--- src/rtl/dpram_param_sync.sv ---
// Single-clock dual-port RAM with lane write enables, selectable read latency,
// read-during-write mode, read-valid/collision strobes and a post-reset clear.
module dpram_param_sync #(
  parameter int DATA_WIDTH = 8,
  parameter int ADDR_WIDTH = 7,
  parameter int BYTE_WIDTH = 8,
  parameter int OUT_REG    = 0,
  parameter int RDW_MODE   = 0,
  parameter int INIT_CLEAR = 1
) (
  input  logic                             clk,
  input  logic                             rst,
  input  logic                             wen,
  input  logic [ADDR_WIDTH-1:0]            waddr,
  input  logic [DATA_WIDTH-1:0]            data_in,
  input  logic [DATA_WIDTH/BYTE_WIDTH-1:0] be,
  input  logic                             ren,
  input  logic [ADDR_WIDTH-1:0]            raddr,
  output logic [DATA_WIDTH-1:0]            data_out,
  output logic                             rvalid,
  output logic                             collision,
  output logic                             busy
);

  localparam int LANES = DATA_WIDTH / BYTE_WIDTH;
  localparam int DEPTH = 2 ** ADDR_WIDTH;

  if (DATA_WIDTH % BYTE_WIDTH != 0) begin : g_bad_width
    $error("DATA_WIDTH must be a multiple of BYTE_WIDTH");
  end

  typedef enum logic {
    IDLE,
    CLEAR
  } state_t;

  state_t                  state;
  logic [ADDR_WIDTH-1:0]   clr_cnt;
  logic [DATA_WIDTH-1:0]   mem [DEPTH];

  logic                    wr_acc;
  logic                    rd_acc;
  logic                    hit;
  logic                    clearing;
  logic [DATA_WIDTH-1:0]   old_word;
  logic [DATA_WIDTH-1:0]   rd_word;

  logic [DATA_WIDTH-1:0]   s1_data;
  logic                    s1_valid;
  logic                    s1_coll;

  assign clearing = (state == CLEAR);
  assign wr_acc   = wen & ~busy;
  assign rd_acc   = ren & ~busy;
  assign hit      = wr_acc & rd_acc & (waddr == raddr);
  assign old_word = mem[raddr];

  always_ff @(posedge clk) begin
    if (rst) begin
      state   <= (INIT_CLEAR != 0) ? CLEAR : IDLE;
      clr_cnt <= '0;
      busy    <= (INIT_CLEAR != 0);
    end else if (state == CLEAR) begin
      clr_cnt <= clr_cnt + ADDR_WIDTH'(1);
      if (clr_cnt == ADDR_WIDTH'(DEPTH - 1)) begin
        state <= IDLE;
        busy  <= 1'b0;
      end
    end
  end

  // Storage is never reset; only the clear sequencer zeroes it.
  always_ff @(posedge clk) begin
    if (!rst) begin
      if (clearing) begin
        mem[clr_cnt] <= '0;
      end else if (wr_acc) begin
        for (int i = 0; i < LANES; i++) begin
          if (be[i]) begin
            mem[waddr][i*BYTE_WIDTH +: BYTE_WIDTH] <=
              data_in[i*BYTE_WIDTH +: BYTE_WIDTH];
          end
        end
      end
    end
  end

  // Write-through merges only the enabled lanes of the colliding write.
  always_comb begin
    rd_word = old_word;
    if ((RDW_MODE != 0) && hit) begin
      for (int i = 0; i < LANES; i++) begin
        if (be[i]) begin
          rd_word[i*BYTE_WIDTH +: BYTE_WIDTH] =
            data_in[i*BYTE_WIDTH +: BYTE_WIDTH];
        end
      end
    end
  end

  always_ff @(posedge clk) begin
    if (rst) begin
      s1_data  <= '0;
      s1_valid <= 1'b0;
      s1_coll  <= 1'b0;
    end else begin
      s1_valid <= rd_acc;
      s1_coll  <= hit;
      if (rd_acc) begin
        s1_data <= rd_word;
      end
    end
  end

  if (OUT_REG != 0) begin : g_oreg
    always_ff @(posedge clk) begin
      if (rst) begin
        data_out  <= '0;
        rvalid    <= 1'b0;
        collision <= 1'b0;
      end else begin
        rvalid    <= s1_valid;
        collision <= s1_coll;
        if (s1_valid) begin
          data_out <= s1_data;
        end
      end
    end
  end else begin : g_noreg
    assign data_out  = s1_data;
    assign rvalid    = s1_valid;
    assign collision = s1_coll;
  end

endmodule

--- config.mk ---
export PLATFORM = sky130hd
export DESIGN_NAME = dpram_param_sync
export DESIGN_NICKNAME = d
export VERILOG_FILES = /design/src/rtl/dpram_param_sync.sv
export SDC_FILE = /design/constraint.sdc
export NUM_CORES = 1
export LEC_CHECK = 0
export CORE_AREA = 5 5 263 265
export DETAILED_ROUTE_END_ITERATION = 10
export DIE_AREA = 0 0 268 270
export PLACE_DENSITY = 0.89
export SETUP_SLACK_MARGIN = 0.15
export SYNTH_ARGS = -nofsm -noshare
export SYNTH_HDL_FRONTEND = slang
export SYNTH_SLANG_ARGS = --single-unit
--- constraint.sdc ---
create_clock -name clk -period 4.9 [get_ports clk]
set_input_delay 0.98 -clock clk [delete_from_list [all_inputs] [get_ports clk]]
set_output_delay 0.98 -clock clk [all_outputs]
set_load 0.1 [all_outputs]
==> metrics.txt, run 1 <==
outcome=completed; first-pass GRT wire length=158 mm; layout cells sized above 1=~24%; Tcrit/Tclk final=around 81%; clk_skew=~32 ps; Crit. End Element=flip-flop; unrepaired setup endpoints after global routing=no; NumNets Final=approximately 2100; antenna viol nets, final=0; most frequent cells in the layout=edfxtp_1, mux4_2, nor2_1; Final Power=0.0179 W; hold_buf cts=0; P per Cell Area=between 300 and 400 nW/um^2; H-tree Lvls=3; setup bufs post-CTS=0; DRC errors left=0; Total GRT Usage=between 30% and 40%; Max-Cap Viols=0; Core Box Area=around 67000 um^2; Fin Setup TNS=0 ps; multi-input logic area=between 9000 and 10000 um^2; Cells after DPL=2880; vias in the first global route=~23000; synthesis-stage register bit count=approximately 1000; largest net degree at the start of global routing=129; Distinct cells, synth=a little over 60; FFs w/ async S/R, synth=0%; worst skew pair latency=around 660 ps; cells after synthesis=approximately 2000; Die X=approximately 270 um; die area=between 70000 and 80000 um^2; via-per-instance ratio=slightly above 7; setup violators final=0; Reg clk slew, reported paths=approximately 60 ps; IO buf count=37; Synth Net Count=~2000; worst hold start=data_out[1]; Slew headroom=roughly an eighth; Reg2Reg Depth=5; clk sink count=roughly 1000; startpoint types=primary input; Post-Route WL=108 mm; I/O pin count=38; Pleak=about 15 nW; CTS tree=built; Worst Hold Class=reg2reg; drt pass-1 iters=8; number of synthesized flops with an enable pin=between 1000 and 1500; Area Overhead vs Synth=10.9%; initial antenna violation count=3; main flop type after synthesis=edfxtp_1; fin. max-slew vios=0; YS warnings=0; crit path max fanout=14; hold path cells=2; Tightest Pin Transition=about 1300 ps; Sequential Area=31100 um^2; minimum clock period=3990 ps; Detail Placement HPWL=60.9 mm; FP Rows=95; Req. time, crit path=slightly above 5000 ps; CP Class=in2reg; Hold Vio Cnt, Final=0; RR Endpoint=mem[83][2]; final cell count without fillers=3054; Initial DRC Count=3819; Max rail drop VDD=between 0.0002 and 0.0003 V; Num CTS Buffers=between 90 and 100; buffer depth of the longest clock path=3; WHS Endpoint=data_out[1]; sequential fraction of the synthesis area=75.1%; Layout fillers=approximately 3600; RR Startpoint=clearing; Mapped Area=41400 um^2; fmax=roughly 0.25 GHz; arrival time worst endpoint=roughly 4300 ps; Starting Density=between 60% and 70%; Die H=between 200 and 300 um; FF-to-FF setup slack=~1300 ps; GP Congestion=0.936; # diodes=0; Mean Syn Cell Area=about 21 um^2; Vias=between 20000 and 25000; CTS Root Cell=clkbuf_16; cts repair resizes=0; gr ovfl total=0; leading cell type in the layout, fill and taps excluded=edfxtp_1; Avg WL per Cell=roughly 35 um
-- area by class of cell --
class | instances | share of cell area, %
clock buffers | 117 | 5.53
well taps | 873 | 2.38
clock inverters | 57 | 1.26
repair buffers | 119 | 2.53
multi-input cells | 839 | 20.5
flip-flops and latches | 1043 | 67.8
inverters | 6 | 0.0490
-- flip-flops by register name, indices dropped and copies added (netlist names) --
signal,count
mem,1024
data_out,8
collision,1
clr_cnt,7
clearing,1
rvalid,1
busy,1
-- worst max-delay path by stage --
| stage | startpoint | end | slack [ps] | cells after the start |
|---|---|---|---|---|
| 5_1_grt | wen | mem[83][7] | 880 | 7 |
| 3_5_place_dp | wen | mem[83][5] | 450 | 7 |
| 6_report | wen | mem[83][2] | 910 | 7 |
| 3_3_place_gp | wen | mem[83][3] | 580 | 7 |
| 2_1_floorplan | wen | mem[0][0] | 920 | 5 |
| 4_1_cts | wen | mem[83][2] | 1040 | 7 |
-- routing by layer --
metal  share of wire [%]  track usage [%]
met1                  32             39.0
met2                  48             47.6
met3                  14             9.34
met4                 6.3             13.7
met5               0.040                0
-- cell families after synthesis --
logic type,after synthesis,share of synthesized area [%]
AO/OA/AOI/OAI,156,2.77
XOR/XNOR,11,0.233
adder cells (fa/ha/maj),1,0.0302
buffers and inverters,116,2.23
flip-flops,1043,75.1
multiplexers,337,15.4
AND/OR/NAND/NOR,334,4.21
-- metrics by stage --
stage	instance area, um^2	setup WS, ps	hold WS (ps)	util (%)
3_3_place_gp	42800	585	504	64.3
4_1_cts	45900	1040	525	69.0
5_1_grt	45900	882	558	69.0
6_report	45900	913	535	69.0
2_1_floorplan	41400	916	510	-
3_5_place_dp	42800	449	509	64.3
-- critical path, stage by stage --
cell             delay (ps)
clkdlybuf4s50_1         510
nand2b_4                 80
or4b_1                  880
nor3b_1                 360
a31oi_1                 170
nand2b_1                440
nor2_1                  830
-- synth_stat cells, drive strengths merged, types with 7 or more instances --
| cell type | number | area, um^2 |
|---|---|---|
| edfxtp | 1024 | 30700 |
| mux4 | 237 | 5350 |
| nor2 | 149 | 599 |
| buf | 95 | 840 |
| mux2i | 77 | 771 |
| nand2 | 56 | 213 |
| a22oi | 51 | 383 |
| a21oi | 28 | 140 |
| nand2b | 27 | 221 |
| mux2 | 23 | 259 |
| dfxtp | 19 | 380 |
| nor2b | 18 | 113 |
| o22ai | 17 | 120 |
| nor3 | 16 | 100 |
| clkbuf | 15 | 60.1 |
| nand3 | 15 | 75.1 |
| and2 | 12 | 75.1 |
| a211oi | 11 | 92.6 |
| o21ai | 11 | 55.1 |
| nor4 | 10 | 62.6 |
| o211ai | 8 | 60.1 |
| a31oi | 7 | 58.8 |
| a32oi | 7 | 61.3 |
| xnor2 | 7 | 61.3 |
-- report_power, final --
part	internal, W	leakage, nW	switching [W]	total [W]
combinational	0.000247	3.39	0.000386	0.000633
clock	0.00427	1.53	0.00329	0.00756
sequential	0.00965	10.1	0.00000702	0.00966
total	0.0142	15.0	0.00368	0.0179
No activity file was read; power rests on OpenSTA's default activity.
==> run 2: changes to the inputs <==
- CORE_AREA: 5 5 263 265 -> 5 5 276 278
- DIE_AREA: 0 0 268 270 -> 0 0 281 283
- PLACE_DENSITY: 0.89 -> 0.86
- clock period: 4.9 -> 3.55 ns (I/O delays scaled with it)
==> run 2 against run 1 <==
  * Total power is 36% higher
  * Register-to-register slack lost 980 ps
  * Combinational power up 48%
  * Sequential power increased by 38%
  * Clock skew is 4.7 ps higher
  * Cell count is 7.4% higher
  * Critical path depth rose by 2
  * Utilization fell by 4.9 points
  * Routed wire length is 2.7% lower
  * Sequential share of layout area is 1.8 points lower
  * Design area rose by 2.8%
  * Largest power group unchanged
==> metrics.txt, run 2 (synthesized netlist as in run 1, its figures left out) <==
Die X=approximately 280 um; CP Class=in2reg; fmax=about 0.3 GHz; clk_skew=between 30 and 40 ps; Max-Cap Viols=0; worst-path cell chain=clkdlybuf4s50_1, nand2b_4, or4b_1, buf_4, nor3b_2, a31oi_1, nand2b_4, buf_12, nor2_1; Pleak=between 15 and 20 nW; Crit. End Element=flip-flop; setup violators final=0; NumNets Final=roughly 2300; DRC errors left=0; Core Box Area=between 70000 and 80000 um^2; arrival time worst endpoint=around 3600 ps; layout cells sized above 1=between 20 and 30%; worst skew pair latency=around 660 ps; drt pass-1 iters=7; leading cell type in the layout, fill and taps excluded=edfxtp_1; P per Cell Area=between 500 and 600 nW/um^2; most used cell, CP=nand2b_4; gr ovfl total=0; slowest stage cell, crit path=nor2_1; Largest regs=mem x1024, data_out x8, clr_cnt x7; Num CTS Buffers=96; H-tree Lvls=3; Req. time, crit path=around 3800 ps; die area=roughly 80000 um^2; Max rail drop VDD=roughly 0.00046 V; wl on met1=between 30 and 40 mm; vias in the first global route=~23000; FP Rows=100; hold_buf cts=0; crit-path max cell delay=710 ps; first-pass GRT wire length=around 160 mm; Slew headroom=between 30% and 40%; CTS tree=built; CTS Root Cell=clkbuf_16; Area Overhead vs Synth=14.0%; Biggest register=mem; Avg WL per Cell=between 30 and 40 um; Detail Placement HPWL=around 65 mm; initial antenna violation count=1; buffer depth of the longest clock path=3; Hold Vio Cnt, Final=0; WL met3=about 14 mm; largest net degree at the start of global routing=85; fin util=64.1%; IO buf count=37; fin. max-slew vios=0; Die H=about 280 um; antenna viol nets, final=0; Starting Density=between 50 and 60%; clk sink count=1043; cts repair resizes=0; Reg clk slew, reported paths=approximately 60 ps; Fin Setup TNS=0 ps; unrepaired setup endpoints after global routing=no; Tightest Pin Transition=approximately 1000 ps; startpoint types=primary input; highest metal used=met4; Worst Hold Class=reg2reg; minimum clock period=between 3000 and 4000 ps; max FFs per register=~1000; Tcrit/Tclk final=~94%; GP Congestion=about 0.95; Initial DRC Count=between 3000 and 4000; most frequent cells in the layout=edfxtp_1, mux4_2, buf_4; Vias=about 22000; DR WL met2=approximately 51 mm; Total GRT Usage=a little over a quarter; I/O pin count=38; crit path max fanout=10; outcome=completed; setup bufs post-CTS=0; via-per-instance ratio=6.74; Post-Route WL=around 110 mm; Hold WS=approximately 580 ps
## run 2: critical path: cells and delay by family
kind	cells	cell delay [ps]
and+or+nand+nor	5	1810
buffers and inverters	3	930
AOI/OAI and AO/OA	1	130
## run 2: through the flow
stage          power [W]  cells  worst slack, ps  instance area, um^2
2_1_floorplan     0.0142   1998              414                41400
3_3_place_gp      0.0145   3105             -209                44200
3_5_place_dp      0.0145   3105             -320                44200
4_1_cts           0.0243   3280              300                47200
5_1_grt           0.0249   3281              203                47200
6_report          0.0243   3281              207                47200
## run 2: final cells by class
type | count | area (um^2)
well taps | 969 | 1210
inverters | 6 | 22.5
clock buffers | 116 | 2530
diodes | 1 | 2.50
fillers | 4350 | 26500
flip-flops and latches | 1043 | 31100
clock inverters | 59 | 460
repair buffers | 248 | 2460
multi-input cells | 839 | 9410
## run 2: path summary, 6_finish.rpt
kind | startpoint | end | slack (ps) | depth (start not counted)
worst max-delay path | wen | mem[122][0] | 210 | 9
worst min-delay path | busy | busy | 580 | 2
worst max register to register | clearing | mem[122][0] | 270 | 7
worst min register to register | busy | busy | 580 | 2
## run 2: per-layer routing
metal | up-vias | GRT usage [%]
met5 | - | 0
met4 | 0 | 10.7
met3 | 384 | 6.74
met2 | 1858 | 42.9
met1 | 11200 | 35.2
li1 | 8716 | -
## run 2: power breakdown
| group | internal [W] | leakage, nW | switching, W |
|---|---|---|---|
| clock network | 0.00551 | 1.47 | 0.00448 |
| logic | 0.000406 | 4.12 | 0.000533 |
| registers | 0.0133 | 10.0 | 0.00000908 |
